==> src/rtl/modulo_escalonador_transferencia_rolhas_pkg.sv <==
// modulo_escalonador_transferencia_rolhas_pkg: shared widths, default limits and state encodings for the cork transfer scheduler
// No ports; imported by the scheduler, its lot calculator and its interface.
package modulo_escalonador_transferencia_rolhas_pkg;
    localparam int WIDTH         = 7;
    localparam int DEF_CAP       = 99;
    localparam int DEF_MIN_LEVEL = 5;
    localparam int DEF_AUTO_LOT  = 15;
    localparam int DEF_OP_LOT    = 20;
    typedef enum logic [1:0] {
        IDLE   = 2'b00,
        CALC   = 2'b01,
        TRANSF = 2'b10,
        FIM    = 2'b11
    } estado_t;
endpackage

==> src/rtl/modulo_escalonador_transferencia_rolhas_if.sv <==
// modulo_escalonador_transferencia_rolhas_if: request and status bundle between the scheduler and the reservoir/operator logic
// master drives auto_en, op_req, buf_prim, buf_sec; slave (scheduler) drives step, grant_auto, grant_op, busy, done, abort, lot, estado.
interface modulo_escalonador_transferencia_rolhas_if;
    import modulo_escalonador_transferencia_rolhas_pkg::*;
    logic             auto_en;
    logic             op_req;
    logic [WIDTH-1:0] buf_prim;
    logic [WIDTH-1:0] buf_sec;
    logic             step;
    logic             grant_auto;
    logic             grant_op;
    logic             busy;
    logic             done;
    logic             abort;
    logic [WIDTH-1:0] lot;
    logic [1:0]       estado;
    modport master (
        output auto_en, op_req, buf_prim, buf_sec,
        input  step, grant_auto, grant_op, busy, done, abort, lot, estado
    );
    modport slave (
        input  auto_en, op_req, buf_prim, buf_sec,
        output step, grant_auto, grant_op, busy, done, abort, lot, estado
    );
endinterface

==> src/rtl/modulo_calc_lote_rolhas.sv <==
// modulo_calc_lote_rolhas: lot size = min(lot_max, CAP - buf_prim saturated at 0, buf_sec)
// Ports: buf_prim, buf_sec (current counts), lot_max (per-grant limit) in; lote (transferable corks) out.
module modulo_calc_lote_rolhas
    import modulo_escalonador_transferencia_rolhas_pkg::*;
#(
    parameter int CAP = DEF_CAP
)(
    input  logic [WIDTH-1:0] buf_prim,
    input  logic [WIDTH-1:0] buf_sec,
    input  logic [WIDTH-1:0] lot_max,
    output logic [WIDTH-1:0] lote
);
    logic [WIDTH-1:0] room;
    logic [WIDTH-1:0] m;
    assign room = (buf_prim >= WIDTH'(CAP)) ? '0 : WIDTH'(CAP) - buf_prim;
    assign m    = (lot_max < room) ? lot_max : room;
    assign lote = (m < buf_sec) ? m : buf_sec;
endmodule

==> src/rtl/modulo_escalonador_transferencia_rolhas.sv <==
// modulo_escalonador_transferencia_rolhas: arbitrates auto refill vs operator load and emits one step per cork moved
// Ports: clk, Nclr (async active-low reset); bus (slave): auto_en, op_req, buf_prim, buf_sec in;
// step, grant_auto, grant_op, busy, done, abort, lot, estado out.
module modulo_escalonador_transferencia_rolhas
    import modulo_escalonador_transferencia_rolhas_pkg::*;
#(
    parameter int CAP       = DEF_CAP,
    parameter int MIN_LEVEL = DEF_MIN_LEVEL,
    parameter int AUTO_LOT  = DEF_AUTO_LOT,
    parameter int OP_LOT    = DEF_OP_LOT
)(
    input  logic                                    clk,
    input  logic                                    Nclr,
    modulo_escalonador_transferencia_rolhas_if.slave bus
);
    estado_t          state, state_nx;
    logic             op_pend, grant_auto, grant_op, abort_f;
    logic             areq, cut, step;
    logic [WIDTH-1:0] rem, lot, lot_calc, lot_max;
    assign areq    = bus.auto_en && (bus.buf_prim < WIDTH'(MIN_LEVEL));
    // an auto lot is cut the moment production stops; operator lots run to completion
    assign cut     = grant_auto && !bus.auto_en;
    assign lot_max = grant_auto ? WIDTH'(AUTO_LOT) : WIDTH'(OP_LOT);
    modulo_calc_lote_rolhas #(.CAP(CAP)) u_calc (
        .buf_prim (bus.buf_prim),
        .buf_sec  (bus.buf_sec),
        .lot_max  (lot_max),
        .lote     (lot_calc)
    );
    always_comb begin
        state_nx = state;
        step     = 1'b0;
        case (state)
            IDLE:   state_nx = (areq || op_pend) ? CALC : IDLE;
            CALC:   state_nx = (lot_calc == '0) ? FIM : TRANSF;
            TRANSF: begin
                step     = !cut;
                state_nx = (cut || rem == WIDTH'(1)) ? FIM : TRANSF;
            end
            FIM:    state_nx = IDLE;
        endcase
    end
    always_ff @(posedge clk or negedge Nclr) begin
        if (!Nclr) begin
            state      <= IDLE;
            op_pend    <= 1'b0;
            grant_auto <= 1'b0;
            grant_op   <= 1'b0;
            abort_f    <= 1'b0;
            rem        <= '0;
            lot        <= '0;
        end else begin
            state   <= state_nx;
            // granting clears the pending request; a pulse arriving at that moment is absorbed
            op_pend <= (state == IDLE && !areq && op_pend) ? 1'b0 : (op_pend || bus.op_req);
            if (state == IDLE) begin
                grant_auto <= areq;
                grant_op   <= !areq && op_pend;
            end
            if (state == CALC) begin
                lot <= lot_calc;
                rem <= lot_calc;
            end
            if (state == TRANSF) begin
                rem     <= rem - WIDTH'(1);
                abort_f <= cut;
            end
            if (state == FIM) begin
                grant_auto <= 1'b0;
                grant_op   <= 1'b0;
                abort_f    <= 1'b0;
                rem        <= '0;
            end
        end
    end
    assign bus.step       = step;
    assign bus.grant_auto = grant_auto;
    assign bus.grant_op   = grant_op;
    assign bus.busy       = (state != IDLE);
    assign bus.done       = (state == FIM);
    assign bus.abort      = (state == FIM) && abort_f;
    assign bus.lot        = lot;
    assign bus.estado     = state;
endmodule

==> src/flat_wrapper.sv <==
// flat-port wrapper written by rule: the top's interface ports become plain ports
module modulo_escalonador_transferencia_rolhas_flat import modulo_escalonador_transferencia_rolhas_pkg::*;
#(
    parameter int CAP       = DEF_CAP,
    parameter int MIN_LEVEL = DEF_MIN_LEVEL,
    parameter int AUTO_LOT  = DEF_AUTO_LOT,
    parameter int OP_LOT    = DEF_OP_LOT
)
  (clk, Nclr, bus_auto_en, bus_op_req, bus_buf_prim, bus_buf_sec, bus_step, bus_grant_auto, bus_grant_op, bus_busy, bus_done, bus_abort, bus_lot, bus_estado);
  modulo_escalonador_transferencia_rolhas_if bus_i ();
  input  logic clk;
  input  logic Nclr;
  input wire logic [$bits(bus_i.auto_en)-1:0] bus_auto_en;
  input wire logic [$bits(bus_i.op_req)-1:0] bus_op_req;
  input wire logic [$bits(bus_i.buf_prim)-1:0] bus_buf_prim;
  input wire logic [$bits(bus_i.buf_sec)-1:0] bus_buf_sec;
  output wire logic [$bits(bus_i.step)-1:0] bus_step;
  output wire logic [$bits(bus_i.grant_auto)-1:0] bus_grant_auto;
  output wire logic [$bits(bus_i.grant_op)-1:0] bus_grant_op;
  output wire logic [$bits(bus_i.busy)-1:0] bus_busy;
  output wire logic [$bits(bus_i.done)-1:0] bus_done;
  output wire logic [$bits(bus_i.abort)-1:0] bus_abort;
  output wire logic [$bits(bus_i.lot)-1:0] bus_lot;
  output wire logic [$bits(bus_i.estado)-1:0] bus_estado;
  assign bus_i.auto_en = bus_auto_en;
  assign bus_i.op_req = bus_op_req;
  assign bus_i.buf_prim = bus_buf_prim;
  assign bus_i.buf_sec = bus_buf_sec;
  assign bus_step = bus_i.step;
  assign bus_grant_auto = bus_i.grant_auto;
  assign bus_grant_op = bus_i.grant_op;
  assign bus_busy = bus_i.busy;
  assign bus_done = bus_i.done;
  assign bus_abort = bus_i.abort;
  assign bus_lot = bus_i.lot;
  assign bus_estado = bus_i.estado;
  modulo_escalonador_transferencia_rolhas #(.CAP(CAP), .MIN_LEVEL(MIN_LEVEL), .AUTO_LOT(AUTO_LOT), .OP_LOT(OP_LOT)) u_core (.clk(clk), .Nclr(Nclr), .bus(bus_i));
endmodule
==> config.mk <==
export PLATFORM = sky130hd
export DESIGN_NAME = modulo_escalonador_transferencia_rolhas_flat
export DESIGN_NICKNAME = d
export VERILOG_FILES = /design/src/rtl/modulo_escalonador_transferencia_rolhas_pkg.sv /design/src/rtl/modulo_escalonador_transferencia_rolhas_if.sv /design/src/rtl/modulo_calc_lote_rolhas.sv /design/src/rtl/modulo_escalonador_transferencia_rolhas.sv /design/src/flat_wrapper.sv
export SDC_FILE = /design/constraint.sdc
export NUM_CORES = 1
export LEC_CHECK = 0
export BUFFER_PORTS_ARGS = -buffer_cell sky130_fd_sc_hd__buf_2
export CORE_MARGIN = 1
export CORE_UTILIZATION = 59
export DETAILED_ROUTE_END_ITERATION = 10
export PLACE_DENSITY = 0.95
export SYNTH_ARGS = -nofsm -noshare
export SYNTH_HDL_FRONTEND = slang
export SYNTH_SLANG_ARGS = --single-unit
==> constraint.sdc <==
create_clock -name clk -period 8.9 [get_ports clk]
set_input_delay 0.445 -clock clk [delete_from_list [all_inputs] [get_ports clk]]
set_output_delay 0.445 -clock clk [all_outputs]
set_load 0.01 [all_outputs]
After elaboration in Yosys (flattened, before gate mapping)

Index checks and enable logic that the tools add are counted.

Add/subtract/negate cells: 2
Magnitude comparators: 4
Eq/ne operators: 4
Muxes and demuxes: 19
Reductions and logical operators: 18

Operator list:

| cell                  | count |
|---|---|
| $mux W7               | 6 |
| $lt A7 B7 Y1          | 2 |
| $mux W1               | 11 |
| $pmux W2 S4           | 1 |
| $eq A7 B1 Y1 const B  | 1 |
| $ge A7 B7 Y1 const B  | 1 |
| $logic_not A7 Y1      | 1 |
| $lt A7 B3 Y1 const B  | 1 |
| $sub A7 B1 Y7 const B | 1 |
| $sub A7 B7 Y7 const A | 1 |
| $logic_and A1 B1 Y1   | 6 |
| $reduce_bool A2 Y1    | 3 |
| $mux W5               | 1 |
| $eq A2 B2 Y1 const B  | 2 |
| $logic_not A1 Y1      | 3 |
| $logic_or A1 B1 Y1    | 3 |
| $reduce_bool A3 Y1    | 1 |
| $eq A2 B1 Y1 const B  | 1 |
| $logic_not A2 Y1      | 1 |

Bits in registers: 20
Bits of input ports: 18
Output and inout port bits: 15
Word-level logic and storage cells: 54

Longest topological paths before layout

Gate-level depths: netlist of run 1.

Depth in word-level cells: 9
Gate-level depth with buffers: 19
Mapped depth without buffers: 18

Cells and area by module

From an unflattened synthesis of run 1, not the netlist that was laid out.

Cells, all modules: 199
Area, all modules: 1,771.7 µm²

Modules (own cells, without submodules):

| module                                  | times used | cells each | area an instance (µm²) | seq. area each (µm²) |
|---|---|---|---|---|
| modulo_escalonador_transferencia_rolhas | 1          | 102        | 1,053.5                | 500.5 |
| modulo_calc_lote_rolhas                 | 1          | 97         | 718.2                  | 0.0 |

Worst setup path before layout of run 1

OpenSTA, ideal clock, no wires.

Kind: in2reg
Start point: input bus_buf_prim[2]
End point: register u_core.state[0] (netlist: u_core.bus.estado[0])
Library setup time: 0.099 ns
Data arrival time: 3.912 ns
Data required time: 8.801 ns
Path slack: 4.889 ns
Cell stages on the path: 17
Cell sequence: inv_1 ha_1 nand3_1 a21oi_1 or2_2 ha_1 o21a_1 nor3_1 or3_2 o21ai_0 ha_1 o21a_1 o2111a_1 nor2b_1 a21oi_1 or4_1 a311oi_1

Cells in the longest elaborated chain, start to end: 9

Ends and longest elaborated chain:

| item                                          | RTL line                                      | source |
|---|---|---|
| from (decl)                                   | flat_wrapper.sv:15                            | `input wire logic [$bits(bus_i.buf_prim)-1:0] bus_buf_prim;` |
| $sub A7 B7 Y7 or $ge A7 B7 Y1 (tied branches) | modulo_calc_lote_rolhas.sv:15                 | `assign room = (buf_prim >= WIDTH'(CAP)) ? '0 : WIDTH'(CAP) - buf_prim;` |
| $mux W7                                       | modulo_calc_lote_rolhas.sv:15                 |  |
| $lt A7 B7 Y1                                  | modulo_calc_lote_rolhas.sv:16                 | `assign m = (lot_max < room) ? lot_max : room;` |
| $mux W7                                       | modulo_calc_lote_rolhas.sv:16                 |  |
| $lt A7 B7 Y1                                  | modulo_calc_lote_rolhas.sv:17                 | `assign lote = (m < buf_sec) ? m : buf_sec;` |
| $mux W7                                       | modulo_calc_lote_rolhas.sv:17                 |  |
| $logic_not A7 Y1                              | modulo_escalonador_transferencia_rolhas.sv:35 | `CALC: state_nx = (lot_calc == '0) ? FIM : TRANSF;` |
| $mux W1                                       | modulo_escalonador_transferencia_rolhas.sv:35 |  |
| $pmux W2 S4 (*)                               | modulo_escalonador_transferencia_rolhas.sv:33 | `case (state)` |
| net u_core.state_nx[0]                        | modulo_escalonador_transferencia_rolhas.sv:16 | `estado_t state, state_nx;` |
| to (signal assigned)                          | modulo_escalonador_transferencia_rolhas.sv:53 | `state <= state_nx;` |
| to (decl)                                     | modulo_escalonador_transferencia_rolhas.sv:16 |  |

The timed path passes the listed nets; every way through them passes the cells marked *.
A chain may end at the register's enable or synchronous reset.

Worst setup path in the final report of run 1

Same ends and word-level chain as after synthesis.

==> results.toml, run 1 <==
[synth]
yosys_warnings = 0
netlist-cell-type-count = 49
seq_area_frac_synth_pct = 31.8
synth_ff_type = "dfrtp_1"
ys_seq_elements = 20
synth_most_common_cell = "dfrtp_1"
netlist_area_um2 = 1570
syn_avg_cell_area_um2 = 8.64
synth-edff-count = 0
synthTopCellsByArea = "dfrtp_1, ha_1, o21ai_0"
netlist.area_leader.share_pct = 31.8
synth_nets = 216
async_reset_ff_share_pct = 100
synthCells = 182
synthTopCellsByCount = "dfrtp_1, inv_1, ha_1, o21ai_0, nor2_1"
synth_largest_area_cell = "dfrtp_1"

[timing]
timing.fmax_mhz = 234
maxSlewViolCount = 0
tns_ps = 0
setup_viol = 0
rsz0062_at_grt = "false"
skew_ps = 9.01
fin_crit_ps = 4280
hold_viol = 0
period_share_pct = 48.0
whs_ps = 71.4

[cts]
cts_max_level = 1
path_clk_slew_ps = 110
post-cts-setup-buffers = 0
postCtsHoldBufs = 0
clk_path_buf_depth = 2
cts_buffers = 3
clock_latency_ps = 300
clockRootBuffer = "clkbuf_4"
cts_sinks = 20
cts-resized-gates = 0
tritoncts = "done"

[drt]
via_per_inst = 6.08
drc_errors = 0
vias = 1483
first_pass_iters = 5
wirelength_um = 3500
wire_per_inst_um = 14.4
drtIter0Drc = 46
ant_nets = 0

[placement]
hpwl_um = 2830
place.port_buffers = 32
placed_cell_area_um2 = 1750
gp_congestion = 0.813

[die]
io_pins = 33
die_area_um2 = 2880
row_count = 18
die_h_um = 53.6
initial_core_util_pct = 62.9
fp.dieW_um = 53.6
coreArea_um2 = 2500

[global_route]
grt_first_pass_wirelength_um = 5860
grt_pass1_vias = 1319
grt_max_degree = 21
grt_antenna_before_repair = 0
grt_overflow = 0
track_usage_pct = 28.3

[cells_and_area]
multi_input_comb_area_um2 = 986
areaGrowthSynthToFinish_pct = 13.4
drive_gt1_share_pct = 21.0
final_area_um2 = 1780
antenna_cells = 0
fin_nets = 249
seqCellArea_um2 = 500
post-route-util_pct = 71.4
nFillCells = 182

[power_and_ir_drop]
power_mw = 0.472
worst_ir_drop_vdd_mv = 0.150
p_leak_nw = 0.856
p_per_area_nw_per_um2 = 265

[run]
cap_violations = 0

[worst_setup_path]
worstPathArrival_ps = 4470
r2r_slack_ps = 5060
crit_required_ps = 9090
cp_max_fo = 5
worstSetupStartpointType = "primary input"
critical_path.endpoint_type = "flip-flop"
path_class = "in -> reg"

[worst_hold_path]
hold_class = "in -> async"

[status]
status = "complete, no violations"
==> cell type report <==
class	instances	share of cell area, %
clock buffer	4	2.03
timing repair buffer	32	8.98
tap	30	2.10
inverter	17	3.58
multi-input combinational	141	55.3
sequential	20	28.1
==> layout by cell type (no fill, tap or decap), types with 2 or more instances in the layout <==
master / synthesis / final
buf_2: 0 / 32
dfrtp_1: 20 / 20
inv_1: 17 / 17
ha_1: 16 / 16
o21ai_0: 14 / 14
nor2_1: 12 / 12
nand2_1: 11 / 11
a21oi_1: 11 / 11
nand2b_1: 8 / 8
nor3_1: 6 / 6
o31ai_1: 5 / 5
o21a_1: 4 / 4
o21bai_1: 4 / 4
or4_1: 4 / 4
nor4_1: 3 / 3
a31oi_1: 3 / 3
and2_1: 3 / 3
clkbuf_4: 0 / 3
nand3_1: 2 / 2
or2_2: 2 / 2
nor2b_1: 2 / 2
o22ai_1: 2 / 2
o2bb2ai_1: 2 / 2
nand3b_1: 2 / 2
==> registers in the layout, indices dropped and copies added, names as in the netlist <==
signal                 count
u_core.op_pend             1
u_core.bus.lot             7
u_core.rem                 7
u_core.bus.estado          2
u_core.abort_f             1
u_core.bus.grant_auto      1
u_core.bus.grant_op        1
==> per-stage QoR <==
stage	instances	setup WS, ps
2_1_floorplan	182	4890
3_3_place_gp	240	4560
3_5_place_dp	240	4380
4_1_cts	244	4670
5_1_grt	244	4310
6_report	244	4620
==> kinds of logic after synthesis <==
family	after synthesis	share of synthesized area [%]
fa+ha+maj	16	12.7
simple gates	64	23.3
xor+xnor	1	0.557
buf+inv	21	5.49
flops	20	31.8
compound gates	58	25.2
mux	1	0.636
other cells	1	0.238
==> power breakdown <==
| part | switching [mW] | total, mW | internal [mW] | leakage (nW) |
|---|---|---|---|---|
| sequential | 0.0325 | 0.162 | 0.130 | 0.252 |
| combinational | 0.150 | 0.258 | 0.108 | 0.583 |
| clock | 0.0268 | 0.0517 | 0.0249 | 0.0210 |
| total | 0.210 | 0.472 | 0.263 | 0.856 |
==> path summary, 6_finish.rpt <==
check / cells past startpoint / start / end
worst max-delay path: 19 / bus_buf_prim[2] / u_core.bus.estado[0]$_DFF_PN0_
max in group asynchronous: 1 / Nclr / u_core.bus.grant_auto$_DFFE_PN0P_
min in group clk: 3 / bus_buf_sec[6] / u_core.bus.lot[6]$_DFFE_PN0P_
worst max register to register: 13 / u_core.bus.grant_auto$_DFFE_PN0P_ / u_core.bus.estado[0]$_DFF_PN0_
worst min-delay path: 1 / Nclr / u_core.bus.lot[1]$_DFFE_PN0P_
worst min register to register: 2 / u_core.bus.lot[0]$_DFFE_PN0P_ / u_core.bus.lot[0]$_DFFE_PN0P_
==> per-layer routing <==
layer,global-route usage [%],vias up,share of wire (%)
met5,0,-,0
met4,13.2,0,1.5
met3,1.69,6,3.0
met2,43.3,38,47
met1,40.8,706,48
li1,-,733,-
==> critical path, stage by stage <==
cell      delay (ps)
buf_2            150
inv_1             60
ha_1             240
nand3_1          100
a21oi_1          100
nor2_1           200
inv_1             70
ha_1             290
o21a_1           120
nor2_1            60
or3_2            510
o21ai_0          260
ha_1             280
o21a_1           180
o2111a_1         240
nor2b_1          250
a21oi_1          130
or4_1            490
a311oi_1         290
Note: power is estimated with default switching activity, not from simulation.
==> run 2: changes to the inputs <==
- CORE_UTILIZATION: 59 -> 49
- PLACE_DENSITY: 0.95 -> 0.87
- clock period: 8.9 -> 3.67 ns (I/O delays scaled with it)
==> run 2 against run 1 <==
Net effect:
- sequential power grew 140%
- combinational power grew to 2.8 times the previous value
- global-route usage shrank 2.4 points
- count of clock-buffer cells in the layout shrank 1
- total power grew to 2.7 times the previous value
- first-iteration DRC count grew 26%
- critical path depth shrank 1
- the flow now finishes with violations (setup timing)
==> results.toml, run 2 (synthesized netlist as in run 1, its figures left out) <==
[placement]
place.port_buffers = 32
hpwl_um = 3160
placed_cell_area_um2 = 1940
dp.cells = 277
gp_congestion = 0.944

[die]
die_area_um2 = 3440
coreArea_um2 = 3050
initial_core_util_pct = 51.5
row_count = 20
io_pins = 33
die_h_um = 58.7
fp.dieW_um = 58.7

[status]
status = "finished, violations left"
violations = "setup timing"

[worst_setup_path]
worstSetupStartpointType = "primary input"
worstPathArrival_ps = 3950
critical_path.endpoint_type = "flip-flop"
cp_max_fo = 5
path_class = "in -> reg"
crit_required_ps = 3880

[timing]
hold_viol = 0
setup_viol = 1
maxSlewViolCount = 0
skew_ps = 9.12
timing.fmax_mhz = 268
fin_crit_ps = 3730
timing.final.ws_setup_ps = -62.6
period_share_pct = 102

[cells_and_area]
post-route-util_pct = 72.0
seqCellArea_um2 = 502
nFillCells = 247
areaGrowthSynthToFinish_pct = 39.7
antenna_cells = 0
fin_nets = 280
final_area_um2 = 2200
most-common-layout-cells = "buf_2, buf_4, dfrtp_1"
multi_input_comb_area_um2 = 1130
final_common_cell = "buf_2"
drive_gt1_share_pct = 38.4
final_cells = 289

[drt]
wirelength_um = 4720
first_pass_iters = 4
via_per_inst = 5.68
vias = 1641
wire_per_inst_um = 16.3
drtIter0Drc = 58
ant_nets = 0
drc_errors = 0

[cts]
path_clk_slew_ps = 120
cts_max_level = 1
tritoncts = "done"
cts_buffers = 3
clockRootBuffer = "clkbuf_4"
clock_latency_ps = 300
cts_sinks = 20
clk_path_buf_depth = 2

[global_route]
grt_first_pass_wirelength_um = 6750
grt_pass1_vias = 1492
grt_overflow = 0
grtUsageMet2_pct = 42.5
grt_busiest_layer = "met2"
track_usage_pct = 25.9
grt_max_degree = 21
grt_antenna_before_repair = 0
grt_use_met3_pct = 1.98
use_met1_pct = 36.3

[power_and_ir_drop]
p_leak_nw = 1.03
p_per_area_nw_per_um2 = 589
worst_ir_drop_vdd_mv = 0.220

[worst_hold_path]
hold_class = "in -> reg"

[run]
cap_violations = 0
-- run 2: cell types whose count changed in the layout (fill, tap and decap cells not counted), moves of 2 or more --
cell / delta
nor3_2: +2
ha_1: -4
ha_4: +4
a21oi_1: -2
buf_4: +30
o21ai_0: -2
nor3_1: -2
-- run 2: per-stage QoR --
| step | setup WS (ps) | setup TNS (ps) | power (mW) | hold WS (ps) |
|---|---|---|---|---|
| after global routing | -135 | -170 | 1.40 | 128 |
| final | -62.6 | -62.6 | 1.29 | 131 |
| after global placement | -259 | -1070 | 1.03 | 148 |
| after detailed placement | -368 | -2450 | 1.05 | 152 |
| after floorplan | 21.2 | 0 | 0.823 | -112 |
| after CTS | 49.4 | 0 | 1.24 | 126 |
-- run 2: routing by layer --
metal	vias to the layer above	wire [um]	share of wire, %
li1	792	-	-
met1	792	2000	42
met2	49	2480	53
met3	8	153	3.2
met4	0	79	1.7
met5	-	0	0
-- run 2: path summary, 6_finish.rpt --
check                      slack (ps)                                 to  depth (start not counted)                              start
min                               130      u_core.bus.lot[6]$_DFFE_PN0P_                          3                     bus_buf_sec[6]
min in group asynchronous         350      u_core.bus.lot[4]$_DFFE_PN0P_                          2                               Nclr
max                               -60     u_core.bus.estado[0]$_DFF_PN0_                         18                    bus_buf_prim[2]
max reg2reg                         0     u_core.bus.estado[0]$_DFF_PN0_                         14  u_core.bus.grant_auto$_DFFE_PN0P_
min reg2reg                       500      u_core.bus.lot[3]$_DFFE_PN0P_                          2      u_core.bus.lot[3]$_DFFE_PN0P_
max in group asynchronous        2980  u_core.bus.grant_auto$_DFFE_PN0P_                          2                               Nclr
-- run 2: final cells by class --
| class | instances | share of cell area (%) |
|---|---|---|
| clock buffer | 3 | 1.03 |
| clock inverter | 1 | 1.37 |
| inverter | 17 | 2.90 |
| multi-input combinational | 141 | 51.4 |
| sequential | 20 | 22.8 |
| tap | 44 | 2.51 |
| timing repair buffer | 63 | 18.0 |
-- run 2: power breakdown --
| group | internal, mW | switching (mW) |
|---|---|---|
| logic | 0.319 | 0.399 |
| registers | 0.315 | 0.0794 |
| clock network | 0.110 | 0.0702 |
-- run 2: timing repair --
item	CTS	global route
hold buffers	1	0
resized for setup	2	24
hold endpoints to repair	20	0
pin swaps	2	10
setup buffers	2	5
setup endpoints to repair	1	13
-- run 2: worst max-delay path: stages --
cell and delay (ps):
buf_2 100, buf_4 140, nor3_4 250, a21oi_4 100
or2_4 250, ha_4 280, o21a_1 170, nor3_2 70
or3_4 430, o21a_1 230, ha_4 280, a21o_1 130
a21oi_2 70, o41a_1 140, buf_4 160, a31o_4 260
or4_4 430, a311oi_2 270
